### config.mk
export PLATFORM = sky130hd
export DESIGN_NAME = pwm_compare_deadtime
export DESIGN_NICKNAME = d
export VERILOG_FILES = /design/src/rtl/pwm_compare_deadtime_pkg.sv /design/src/rtl/pwm_compare_deadtime_fsm.sv /design/src/rtl/pwm_compare_deadtime.sv
export SDC_FILE = /design/constraint.sdc
export NUM_CORES = 1
export LEC_CHECK = 0
export ABC_AREA = 1
export BUFFER_PORTS_ARGS = -buffer_cell sky130_fd_sc_hd__buf_2
export CORE_ASPECT_RATIO = 0.5
export CORE_MARGIN = 1.5
export CORE_UTILIZATION = 30
export CTS_BUF_LIST = sky130_fd_sc_hd__clkbuf_16
export CTS_CLUSTER_SIZE = 8
export DETAILED_ROUTE_END_ITERATION = 8
export PLACE_DENSITY = 0.5
export SLEW_MARGIN = 20
export SYNTH_ARGS = -nofsm -noshare
export SYNTH_HDL_FRONTEND = slang
export SYNTH_SLANG_ARGS = --single-unit
### constraint.sdc
create_clock -name clk -period 2.9 [get_ports clk]
set_input_delay 0.87 -clock clk [delete_from_list [all_inputs] [get_ports clk]]
set_output_delay 0.87 -clock clk [all_outputs]
set_load 0.02 [all_outputs]
### src/rtl/pwm_compare_deadtime_pkg.sv
// PKG_pwm: shared types and constants for the PWM carrier/compare path.
//   PWMCOUNT_WIDTH   : MSB index of carrier/compare buses (16-bit carrier).
//   DT_WIDTH_DEFAULT : default width of the dead-time count.
//   _pwm_onoff       : leg enable (PWM_OFF forces the safe state).
//   _dt_state        : dead-time FSM states.
package PKG_pwm;

  localparam int PWMCOUNT_WIDTH   = 15;
  localparam int DT_WIDTH_DEFAULT = 8;

  typedef enum logic {
    PWM_OFF = 1'b0,
    PWM_ON  = 1'b1
  } _pwm_onoff;

  typedef enum logic [2:0] {
    S_OFF   = 3'd0,
    S_L_ON  = 3'd1,
    S_DT_LH = 3'd2,
    S_H_ON  = 3'd3,
    S_DT_HL = 3'd4
  } _dt_state;

endpackage

### src/rtl/pwm_compare_deadtime_fsm.sv
// pwm_deadtime_fsm: complementary gate sequencer with dead-time insertion.
// Ports:
//   i_clk, i_rst_n   : clock, async active-low reset
//   i_ref_q          : registered compare result (1 = high side wanted)
//   i_dt             : dead time in cycles (shadowed by the parent)
//   i_enable         : PWM_OFF forces S_OFF and clears the counter
//   o_pwm_h, o_pwm_l : gate commands, decoded from the state register
//   o_dt_active      : high while a dead-time interval runs
//
// state   | meaning
// S_OFF   | leg disabled, both gates low
// S_L_ON  | low side conducting
// S_DT_LH | dead time, heading from low to high side
// S_H_ON  | high side conducting
// S_DT_HL | dead time, heading from high to low side
module pwm_deadtime_fsm
  import PKG_pwm::*;
#(
  parameter int DT_WIDTH = DT_WIDTH_DEFAULT
) (
  input  logic                i_clk,
  input  logic                i_rst_n,
  input  logic                i_ref_q,
  input  logic [DT_WIDTH-1:0] i_dt,
  input  _pwm_onoff           i_enable,
  output logic                o_pwm_h,
  output logic                o_pwm_l,
  output logic                o_dt_active
);

  _dt_state            r_state;
  logic [DT_WIDTH-1:0] r_cnt;
  logic                w_dt_zero;
  logic                w_cnt_last;

  assign w_dt_zero  = (i_dt == '0);
  // A zero count can only appear in a DT state through corruption; exiting
  // on it as well keeps the FSM from parking with both gates low.
  assign w_cnt_last = (r_cnt <= DT_WIDTH'(1));

  always_ff @(posedge i_clk or negedge i_rst_n) begin
    if (!i_rst_n) begin
      r_state <= S_OFF;
      r_cnt   <= '0;
    end else if (i_enable != PWM_ON) begin
      r_state <= S_OFF;
      r_cnt   <= '0;
    end else begin
      case (r_state)
        S_OFF: begin
          // Turn-on always passes through a full dead time.
          if (w_dt_zero) r_state <= i_ref_q ? S_H_ON : S_L_ON;
          else           r_state <= i_ref_q ? S_DT_LH : S_DT_HL;
          r_cnt <= i_dt;
        end
        S_L_ON: begin
          if (i_ref_q) begin
            r_state <= w_dt_zero ? S_H_ON : S_DT_LH;
            r_cnt   <= i_dt;
          end
        end
        S_H_ON: begin
          if (!i_ref_q) begin
            r_state <= w_dt_zero ? S_L_ON : S_DT_HL;
            r_cnt   <= i_dt;
          end
        end
        S_DT_LH: begin
          // A reference pulse shorter than the dead time is swallowed.
          if (!i_ref_q) begin
            r_state <= S_L_ON;
            r_cnt   <= '0;
          end else if (w_cnt_last) begin
            r_state <= S_H_ON;
            r_cnt   <= '0;
          end else begin
            r_cnt <= r_cnt - DT_WIDTH'(1);
          end
        end
        S_DT_HL: begin
          if (i_ref_q) begin
            r_state <= S_H_ON;
            r_cnt   <= '0;
          end else if (w_cnt_last) begin
            r_state <= S_L_ON;
            r_cnt   <= '0;
          end else begin
            r_cnt <= r_cnt - DT_WIDTH'(1);
          end
        end
        default: begin
          r_state <= S_OFF;
          r_cnt   <= '0;
        end
      endcase
    end
  end

  assign o_pwm_h     = (r_state == S_H_ON);
  assign o_pwm_l     = (r_state == S_L_ON);
  assign o_dt_active = (r_state == S_DT_LH) || (r_state == S_DT_HL);

endmodule

### src/rtl/pwm_compare_deadtime.sv
// pwm_compare_deadtime: carrier/compare modulator driving one half-bridge leg.
// Compare and dead time are shadowed and only change on mask_event (or
// continuously while off), so a duty change never splits a carrier period.
// Ports:
//   clk, reset      : clock, async active-low reset
//   carrier         : carrier value from the carrier generator
//   mask_event      : one-cycle shadow-load strobe
//   compare         : requested duty threshold
//   deadtime        : requested dead time in cycles
//   pwm_onoff       : leg enable
//   pwm_h, pwm_l    : high/low-side gate commands
//   dt_active       : dead-time interval running
//   compare_active  : compare value currently in effect
module pwm_compare_deadtime
  import PKG_pwm::*;
#(
  parameter int DT_WIDTH = DT_WIDTH_DEFAULT
) (
  input  logic                      clk,
  input  logic                      reset,
  input  logic [PWMCOUNT_WIDTH:0]   carrier,
  input  logic                      mask_event,
  input  logic [PWMCOUNT_WIDTH:0]   compare,
  input  logic [DT_WIDTH-1:0]       deadtime,
  input  _pwm_onoff                 pwm_onoff,
  output logic                      pwm_h,
  output logic                      pwm_l,
  output logic                      dt_active,
  output logic [PWMCOUNT_WIDTH:0]   compare_active
);

  logic [PWMCOUNT_WIDTH:0] r_compare;
  logic [DT_WIDTH-1:0]     r_dt_active_val;
  logic                    r_ref_q;
  logic                    w_load;

  // Shadows are transparent while off so the first period after turn-on
  // already uses the requested values.
  assign w_load = (pwm_onoff == PWM_OFF) || mask_event;

  always_ff @(posedge clk or negedge reset) begin
    if (!reset) begin
      r_compare       <= '0;
      r_dt_active_val <= '0;
      r_ref_q         <= 1'b0;
    end else begin
      if (w_load) begin
        r_compare       <= compare;
        r_dt_active_val <= deadtime;
      end
      // Comparison uses the value in effect before this edge's shadow load.
      r_ref_q <= (carrier < r_compare);
    end
  end

  assign compare_active = r_compare;

  pwm_deadtime_fsm #(
    .DT_WIDTH (DT_WIDTH)
  ) u_fsm (
    .i_clk       (clk),
    .i_rst_n     (reset),
    .i_ref_q     (r_ref_q),
    .i_dt        (r_dt_active_val),
    .i_enable    (pwm_onoff),
    .o_pwm_h     (pwm_h),
    .o_pwm_l     (pwm_l),
    .o_dt_active (dt_active)
  );

endmodule

# Word level (Yosys, flattened, before mapping)
# Cells that the tools add are included.
# totals
out_inout_bits	19
word_cells	43
reg_bits	36
# op_classes
n_reduce_logical	6
addsub	1
eq_ne	8
magnitude_cmp	2
n_bitwise	1
mux	20
# op_table
operator	n
8-bit two-way mux	6
8-bit one-hot mux with 5 select lines	1
3-bit two-way mux	10
16-bit < comparator	1
3-bit one-hot mux with 5 select lines	1
8-bit by 1-bit less-or-equal comparator with 1-bit output, second input constant	1
8-bit zero test	1
4-bit by 3-bit != test with 1-bit output, second input constant	2
8-bit by 1-bit subtractor with 8-bit output, second input constant	1
3-bit by 2-bit == test with 1-bit output, second input constant	2
4-bit AND reduction	1
3-bit by 1-bit == test with 1-bit output, second input constant	1
3-bit == test, second input constant	1
3-bit zero test	1
3-bit by 2-bit != test with 1-bit output, second input constant	1
3-bit != test, second input constant	1
1-bit logical OR	2
2-bit two-way mux	1
2-bit AND reduction	1
1-bit two-way mux	1
1-bit inverter	1

# Longest topological paths before layout
# logic_depth
word_depth	5
ltp_mapped	11
ltp_nobuf	11

# Modules after synthesis
# A second synthesis with hierarchy kept.
# hier_totals
hier_cells	276
area_unflattened_um2	2229.6
# modules_own_cells
mod	area_per_inst_um2	cells_per_inst	instances	seq_area_each_um2
pwm_compare_deadtime	1327.5	136	1	625.6
pwm_deadtime_fsm	902.1	140	1	275.3

# Worst setup path before layout
# OpenSTA, ideal clock, no wires.
# synth_path
path_kind	reg-to-output
from	reg u_fsm.r_state[1]
to	out dt_active
path_slack_ps	1084
n_path_buf	0
path_stages_with_launch	4
arrival_time_ps	946
required_time_ps	2030
cell_sequence	dfrtp_1 > nor2_1 > nor2_1 > nor2_1
# synth_between
elab_chain_len	2
word_cells_on_any_way	3
# synth_rtl
element	line_no	source
from (decl)	pwm_compare_deadtime_fsm.sv:31	_dt_state r_state;
from (signal assigned)	pwm_compare_deadtime_fsm.sv:52	if (w_dt_zero) r_state <= i_ref_q ? S_H_ON : S_L_ON;
from (signal assigned)	pwm_compare_deadtime_fsm.sv:53	else r_state <= i_ref_q ? S_DT_LH : S_DT_HL;
from (signal assigned)	pwm_compare_deadtime_fsm.sv:58	r_state <= w_dt_zero ? S_H_ON : S_DT_LH;
3-bit by 2-bit == test with 1-bit output / 3-bit == test (equally long branches)	pwm_compare_deadtime_fsm.sv:101	assign o_dt_active = (r_state == S_DT_LH) || (r_state == S_DT_HL);
1-bit logical OR *	pwm_compare_deadtime_fsm.sv:101	
to (decl)	pwm_compare_deadtime.sv:28	output logic dt_active,
# Mark *: on every way between the ends. The rest lies on a longest branch, timed or not.

# Worst setup path after layout
# layout_path
from	reg u_fsm.r_state[0]
to	out dt_active
# Same word-level chain as after synthesis.

==> results.json <==
{
  "worstSetupPathType": "reg2out",
  "cpLargestDelayFamily": "flip-flops",
  "totalWireLength_mm": 4.99,
  "post_cts_buffers": 0,
  "io_buffers": 62,
  "yosysTopAreaCellShare_pct": 41.4,
  "multi_input_area_um2": 1070,
  "cts_max_level": 2,
  "layout-drive-gt1-share_pct": 23.2,
  "drv_cap": 0,
  "syn-num-nets": 352,
  "synthesis.instances": 291,
  "instances_no_fill": 450,
  "arrival_ns": 1.38,
  "drv_slew": 0,
  "drt_iter0_markers": 87,
  "grt_pass1_vias": 1888,
  "p_total_mw": 2.06,
  "cpMaxStageDelayCell": "dfrtp_1",
  "grt_pass1_wl_mm": 8.52,
  "routabilityCongestion": 0.729,
  "avgSynthCellArea_um2": 7.47,
  "die_h_um": 63.2,
  "endpoint_kind": "primary output",
  "crit_path_max_incr_delay_ns": 0.39,
  "cp_max_fo": 10,
  "cts_tree": "yes",
  "rows": 21,
  "clk_path_buf_depth": 2,
  "hold_viol": 0,
  "slew_headroom_pct": 43.1,
  "dr.pass1.iters": 4,
  "die_x_um": 123,
  "synth_area_um2": 2170,
  "clock.fmax_ghz": 0.444,
  "crit_chain": "inv_1 -> a21oi_2 -> nor2_1 -> buf_2",
  "period_needed_ns": 2.25,
  "hold_class": "reg2reg",
  "drcViolationCount": 0,
  "fin_hold_ws_ns": 0.513,
  "place_inst": 442,
  "clkTransAtPathRegs_ns": 0.06,
  "routed_via_density": 4.30,
  "grt_overflow": 0,
  "n_fill_cell": 707,
  "io_pins": 63,
  "vias": 1936,
  "hpwl_mm": 3.76,
  "fin_tns_setup_ns": 0,
  "finalClockSkew_ns": 0.00600,
  "finalWorstSetupSlack_ns": 0.646,
  "ys_ff_latch": 36,
  "grt_antenna_before_repair": 0,
  "seq_area_frac_synth_pct": 41.4,
  "leakage_nw": 1.56,
  "grt.total_usage_pct": 14.0,
  "initial_core_util_pct": 31.7,
  "stdcell_area_um2": 2710,
  "utilization_pct": 39.5,
  "synth.area.top_cells": "dfrtp_1 41%, nand2_1 19%, ha_1 9.8%",
  "cts.sinks": 36,
  "area_delta_synth_final_pct": 24.7,
  "p_per_area_nw_per_um2": 761,
  "drtAntennaViolNets": 0,
  "placed_area_um2": 2570,
  "clk_latency_ns": 0.28,
  "nNetsFinal": 418,
  "critPathRequiredTime_ns": 2.03,
  "cts_made_buffers": 5,
  "wl_per_cell_um": 11.1,
  "start_kind": "register",
  "status": "completed",
  "cts-root-buf": "clkbuf_16",
  "cts-resized-gates": 0,
  "synth_top_cell_by_area": "dfrtp_1",
  "grt_max_degree": 37,
  "cp.buffers_inverters": 2,
  "rsz0062_at_grt": "no",
  "antenna_cells": 0,
  "seq_area_um2": 901,
  "place_ws_ns": 0.484,
  "finalSetupViolCount": 0,
  "peakVddDrop_uv": 223,
  "die_area_um2": 7800,
  "finalCritPeriodShare_pct": 77.7,
  "cts_hold_buf": 0,
  "core_area_um2": 6860,
  "synth_cell_types": 25,
  "yosys_warnings": 0,
  "worst_pin_slew_ns": 0.853
}
cell usage after synthesis (all sizes together):
cell type	count
xnor2	1
ha	17
o21ai	29
dfrtp	36
nor2	22
nand2	112
or2	1
buf	4
mux2	1
nand4	3
inv	42
a21oi	8
xor2	2
nor3	2
nand3	9
nor4	1
clkbuf	1
cell families (layout without fill, tap and decap cells):
logic type               count (synthesis)  after routing  synth area share [%]
XOR/XNOR                                 3              3                  1.21
AO/OA/AOI/OAI                           37             37                  9.21
AND/OR/NAND/NOR                        150            150                  28.5
multiplexers                             1              1                 0.690
adder cells (fa/ha/maj)                 17             17                  9.78
buffers and inverters                   47            114                  9.21
flip-flops                              36             36                  41.4
flip-flops by register name, indices dropped and copies added (netlist names):
name and count:
compare_active 16, u_fsm.r_state 3, r_ref_q 1, u_fsm.r_cnt 8
r_dt_active_val 8
tightest hold or removal path: cells and delay by family (launching register included):
kind / cells / cell delay [ns]
flops: 1 / 0.36
simple gates: 2 / 0.12
cell type report:
class | count | area share (%)
multi-input cells | 208 | 39.6
flip-flops and latches | 36 | 33.2
repair buffers | 64 | 12.0
inverters | 42 | 5.81
clock buffers | 5 | 4.61
well taps | 92 | 4.25
clock inverters | 3 | 0.508
power by group:
group / total (mW) / internal [mW] / switching (mW)
combinational: 0.836 / 0.312 / 0.525
sequential: 0.709 / 0.602 / 0.107
clock: 0.518 / 0.312 / 0.206
total: 2.06 / 1.23 / 0.838
metal layers:
| layer | GRT usage (%) | up-vias | routed length (um) |
|---|---|---|---|
| li1 | - | 1043 | - |
| met4 | 3.88 | 0 | 61 |
| met5 | 0 | - | 0 |
| met1 | 18.9 | 861 | 2530 |
| met2 | 22.4 | 25 | 2270 |
| met3 | 3.26 | 7 | 127 |
cell usage in the layout (no fill, tap or decap):
cell type / count
nor2_4: 2
a21oi_2: 1
inv_2: 2
dfrtp_1: 36
nand2_4: 1
clkinv_2: 2
mux2_4: 1
nor3_1: 2
a21oi_1: 7
buf_2: 62
xor2_1: 2
ha_1: 17
nor2_1: 20
or2_2: 1
o21ai_1: 23
nand3_1: 9
nand4_1: 3
o21ai_0: 5
clkbuf_16: 5
nand2_1: 108
clkinv_1: 1
inv_1: 40
buf_4: 2
xnor2_1: 1
nor4_1: 1
o21ai_4: 1
nand2_2: 3
path summary, 6_finish.rpt:
| check | start | endpoint | slack (ns) | depth (start not counted) |
|---|---|---|---|---|
| max in group asynchronous | reset | u_fsm.r_state[1]$_DFFE_PN0P_ | 1.67 | 1 |
| worst min-delay path | u_fsm.r_cnt[1]$_DFFE_PN0P_ | u_fsm.r_cnt[1]$_DFFE_PN0P_ | 0.51 | 2 |
| worst max register to register | u_fsm.r_cnt[0]$_DFFE_PN0P_ | u_fsm.r_cnt[6]$_DFFE_PN0P_ | 1.25 | 11 |
| min in group asynchronous | reset | compare_active[9]$_DFFE_PN0P_ | 0.70 | 1 |
| worst min register to register | u_fsm.r_cnt[1]$_DFFE_PN0P_ | u_fsm.r_cnt[1]$_DFFE_PN0P_ | 0.51 | 2 |
| worst max-delay path | u_fsm.r_state[0]$_DFFE_PN0P_ | dt_active | 0.65 | 4 |
Note: power is estimated with default switching activity, not from simulation.
